--- src/rtl/uart_tx_arbiter.sv ---
// uart_tx_arbiter: round-robin, message-locking arbiter feeding NUM_REQ byte streams into one TX FIFO write port
module uart_tx_arbiter #(
  parameter int DATA_WIDTH = 8,
  parameter int NUM_REQ    = 3,
  parameter int MAX_BURST  = 16
) (
  input  logic                          clk,
  input  logic                          reset,
  input  logic                          ena,
  input  logic [NUM_REQ-1:0]            req_valid,
  input  logic [NUM_REQ*DATA_WIDTH-1:0] req_data,
  input  logic [NUM_REQ-1:0]            req_last,
  output logic [NUM_REQ-1:0]            req_ready,
  output logic [DATA_WIDTH-1:0]         out_data,
  output logic                          out_valid,
  input  logic                          out_ready,
  output logic [NUM_REQ-1:0]            grant,
  output logic                          busy
);
  localparam int IW = $clog2(NUM_REQ);
  localparam int CW = $clog2(MAX_BURST + 1);
  typedef enum logic {IDLE, LOCK} state_t;
  state_t state;
  logic [IW-1:0] owner, rr_ptr, win, cand;
  logic [CW-1:0] burst_cnt;
  logic found, xfer, release_now;
  assign busy        = state == LOCK;
  assign out_valid   = ena & busy & req_valid[owner];
  assign out_data    = busy ? req_data[int'(owner)*DATA_WIDTH +: DATA_WIDTH] : '0;
  assign req_ready   = (ena & busy & out_ready) ? grant : '0;
  assign xfer        = out_valid & out_ready;
  assign release_now = req_last[owner] | (burst_cnt == CW'(MAX_BURST - 1));
  always_comb begin
    win   = '0;
    found = 1'b0;
    cand  = '0;
    for (int k = 0; k < NUM_REQ; k++) begin
      cand = IW'((int'(rr_ptr) + k) % NUM_REQ);
      if (!found && req_valid[cand]) begin
        found = 1'b1;
        win   = cand;
      end
    end
  end
  always_ff @(posedge clk or posedge reset) begin
    if (reset) begin
      state     <= IDLE;
      grant     <= '0;
      owner     <= '0;
      rr_ptr    <= '0;
      burst_cnt <= '0;
    end else if (ena) begin
      if (state == IDLE) begin
        if (found) begin
          state     <= LOCK;
          owner     <= win;
          grant     <= NUM_REQ'(1) << win;
          burst_cnt <= '0;
        end
      end else if (xfer) begin
        if (release_now) begin
          state     <= IDLE;
          grant     <= '0;
          rr_ptr    <= (owner == IW'(NUM_REQ - 1)) ? '0 : owner + 1'b1;
          burst_cnt <= '0;
        end else begin
          burst_cnt <= burst_cnt + 1'b1;
        end
      end
    end
  end
endmodule

--- config.mk ---
export PLATFORM = sky130hd
export DESIGN_NAME = uart_tx_arbiter
export DESIGN_NICKNAME = d
export VERILOG_FILES = /design/src/rtl/uart_tx_arbiter.sv
export SDC_FILE = /design/constraint.sdc
export NUM_CORES = 1
export LEC_CHECK = 0
export CAP_MARGIN = 20
export CORE_MARGIN = 1.5
export CORE_UTILIZATION = 46
export DETAILED_ROUTE_END_ITERATION = 12
export GPL_TIMING_DRIVEN = 0
export PLACE_DENSITY = 0.85
export SETUP_SLACK_MARGIN = 0.3
export SYNTH_ARGS = -nofsm -noshare
export SYNTH_HDL_FRONTEND = slang
export SYNTH_SLANG_ARGS = --single-unit
export TNS_END_PERCENT = 30
--- constraint.sdc ---
create_clock -name clk -period 4.5 [get_ports clk]
set_input_delay 0.9 -clock clk [delete_from_list [all_inputs] [get_ports clk]]
set_output_delay 0.9 -clock clk [all_outputs]
set_load 0.01 [all_outputs]
==> results.sh <==
export IMPL_worst_setup_path_type="in -> out"
export IMPL_yosys_area_share_simple_pct=24.1
export IMPL_placed_area_um2=1730
export IMPL_worst_pin_slew_ns=0.608
export IMPL_diodes=0
export IMPL_cts_resized=0
export IMPL_drc=0
export IMPL_drv_cap=0
export IMPL_clk_pin_slew_ns=0.08
export IMPL_p_leak_uw=0.000737
export IMPL_critPathTopFamily="buffers and inverters"
export IMPL_clock_sinks=13
export IMPL_slowest_stage="clkdlybuf4s50_1"
export IMPL_vias_per_cell=5.40
export IMPL_synth_top_flop_cell="dfrtp_1"
export IMPL_critical_path_required_ns=3.60
export IMPL_multiInputGateArea_um2=812
export IMPL_synth_edf_count=0
export IMPL_grt_overflow=0
export IMPL_gp_congestion=0.727
export IMPL_critPathLaunch="req_valid[0]"
export IMPL_cts_buffer_depth=2
export IMPL_drv_slew=0
export IMPL_ir_worst_vdd_uv=355
export IMPL_clock_tree_root_cell="clkbuf_4"
export IMPL_die_area_um2=2920
export IMPL_skew_ns=0.00626
export IMPL_syn_num_nets=175
export IMPL_clk_latency_ns=0.29
export IMPL_path_buf_inv=2
export IMPL_setup_violations=0
export IMPL_grt_pass1_wl_um=5050
export IMPL_path_common_cell="clkdlybuf4s50_1"
export IMPL_start_kind="primary input"
export IMPL_grt_pass1_vias=1145
export IMPL_numCtsBuffers=3
export IMPL_first_pass_iters=4
export IMPL_synth_distinct_cells=40
export IMPL_async_flop_share_pct=100
export IMPL_power_total_uw=1020
export IMPL_rows=18
export IMPL_min_from="burst_cnt[4]$_DFFE_PP0P_"
export IMPL_status="complete, no violations"
export IMPL_finalCritPeriodShare_pct=77.3
export IMPL_drive_gt1_share_pct=11.2
export IMPL_clock_fmax_ghz=0.287
export IMPL_cts_tree="done"
export IMPL_nets=229
export IMPL_ys_warnings_count=0
export IMPL_syn_to_final_growth_pct=46.2
export IMPL_postCtsSetupBuffers=0
export IMPL_relSlewSlack_pct=59.3
export IMPL_cts_hold_fix_buffers=0
export IMPL_detailroute_via_count=1178
export IMPL_cp_end_kind="output pin"
export IMPL_cp_arrival_ns=2.58
export IMPL_dieHeight_um=54.1
export IMPL_dieWidth_um=54.1
export IMPL_yosysSeqAreaShare_pct=27.1
export IMPL_power_density_nw_per_um2=580
export IMPL_hold_viol=0
export IMPL_regToRegStartpoint="rr_ptr[0]$_DFFE_PP0P_"
export IMPL_dpl_hpwl_um=2590
export IMPL_antenna_found_initial=0
export IMPL_syn_area_per_cell_um2=8.89
export IMPL_ant_nets=0
export IMPL_synthXorXnorAreaFrac_pct=0
export IMPL_drtIter0Drc=20
export IMPL_design_area_um2=1750
export IMPL_synth_cells=135
export IMPL_synthAdderAreaFrac_pct=6.26
export IMPL_synth_compound_area_share_pct=21.4
export IMPL_port_buffers=49
export IMPL_min_period_ns=3.48
export IMPL_wl_um=3140
export IMPL_min_path_type="reg -> reg"
export IMPL_grt_usage_pct=23.8
export IMPL_syn_cell_area_um2=1200
export IMPL_final_seq_area_um2=325
export IMPL_core_um2=2480
export IMPL_avgRoutedWirePerCell_um=14.4
export IMPL_num_io_pins=50
export IMPL_tns_ns=0
export IMPL_h_tree_depth=1
export IMPL_grt_max_degree=14
export IMPL_slowest_delay_ns=0.61
export IMPL_cp_cell_sequence="clkdlybuf4s50_1 > mux2i_1 > o21ai_2 > and3_1 > clkdlybuf4s50_1"
export IMPL_rsz0062_at_grt="false"
export IMPL_cp_max_fo=6
export IMPL_ys_ff_latch=13
export IMPL_synth_top_family_by_area="simple AND/OR/NAND/NOR gates"
export IMPL_start_util_pct=48.4
export IMPL_nFillCells=202
export IMPL_synth_mux_area_share_pct=16.0
placed cells by master (no fill, tap or decap), types with 2 or more instances in the layout:
cell,synthesis,final
buf_2,2,2
nand2_1,4,4
and2_1,6,6
nand3b_1,3,3
mux2_1,2,2
ha_1,6,6
clkbuf_1,1,2
mux2i_1,14,14
a21oi_1,10,10
inv_2,2,2
nor2b_1,4,4
o21ai_0,5,5
o21ai_2,2,2
inv_1,8,8
o2bb2ai_1,3,3
nand3_1,3,3
a211o_1,2,2
nor2_1,21,21
dfrtp_1,13,13
clkdlybuf4s50_1,0,49
clkbuf_4,0,3
a32o_1,2,2
and3_1,3,3
cells by family after synthesis:
group	Yosys count
compound gates	33
flops	13
simple gates	51
buf+inv	14
fa+ha+maj	6
mux	18
flip-flops by register name, summed over array words and instances, names as in the netlist:
| signal | count |
|---|---|
| grant | 3 |
| owner | 2 |
| busy | 1 |
| burst_cnt | 5 |
| rr_ptr | 2 |
synth_stat cells, drive strengths merged, types with 2 or more instances:
cell type | count | area share (%)
buf | 3 | 1.8
o21ai | 7 | 3.5
mux2i | 15 | 13
a32o | 2 | 1.7
o221ai | 2 | 2.0
nand3 | 4 | 2.7
nand2 | 5 | 1.8
nor2b | 4 | 2.1
and3 | 4 | 2.5
dfrtp | 13 | 27
nor2 | 21 | 6.6
nor3b | 2 | 1.7
nand3b | 3 | 1.9
and2 | 6 | 3.1
ha | 6 | 6.3
inv | 10 | 3.1
a21oi | 10 | 4.2
a211o | 2 | 1.5
o2bb2ai | 3 | 2.2
mux2 | 3 | 3.1
report_power, final:
group / total, µW / switching [µW] / leakage [µW] / internal [µW]
clock: 73.9 / 39.4 / 0.0000150 / 34.5
combinational: 735 / 371 / 0.000565 / 363
sequential: 209 / 45.3 / 0.000157 / 164
total: 1020 / 456 / 0.000737 / 561
per-layer routing:
metal  vias up  track usage, %  wire, µm
li1        589               -         -
met1       573            28.9      1390
met2        14            43.7      1670
met3         2            3.61        55
met4         0            5.83        27
met5         -               0         0
stage by stage:
stage | utilization (%) | hold slack [ns] | worst slack [ns] | std cells
after floorplan | - | 0.456 | 2.24 | 135
after global placement | 69.7 | 0.474 | 1.05 | 214
after detailed placement | 69.7 | 0.505 | 1.03 | 214
after CTS | 70.8 | 0.523 | 1.03 | 218
after global routing | 70.8 | 0.545 | 0.898 | 218
final | 70.8 | 0.515 | 1.02 | 218
path summary, 6_finish.rpt:
check,end,slack [ns],depth (start not counted)
worst max register to register,grant[0]$_DFFE_PP0P_,2.26,7
max in group asynchronous,grant[2]$_DFFE_PP0P_,3.23,2
worst min register to register,burst_cnt[4]$_DFFE_PP0P_,0.52,1
worst min-delay path,burst_cnt[4]$_DFFE_PP0P_,0.52,1
worst max-delay path,out_valid,1.02,5
min in group asynchronous,burst_cnt[2]$_DFFE_PP0P_,0.93,2
area by class of cell:
class	count	share of cell area (%)
multi-input cells	108	46.3
repair buffers	49	28.0
well taps	30	2.14
clock buffers	4	1.50
flip-flops and latches	13	18.5
plain buffers	4	1.43
inverters	10	2.14
No activity file was read; power rests on OpenSTA's default activity.
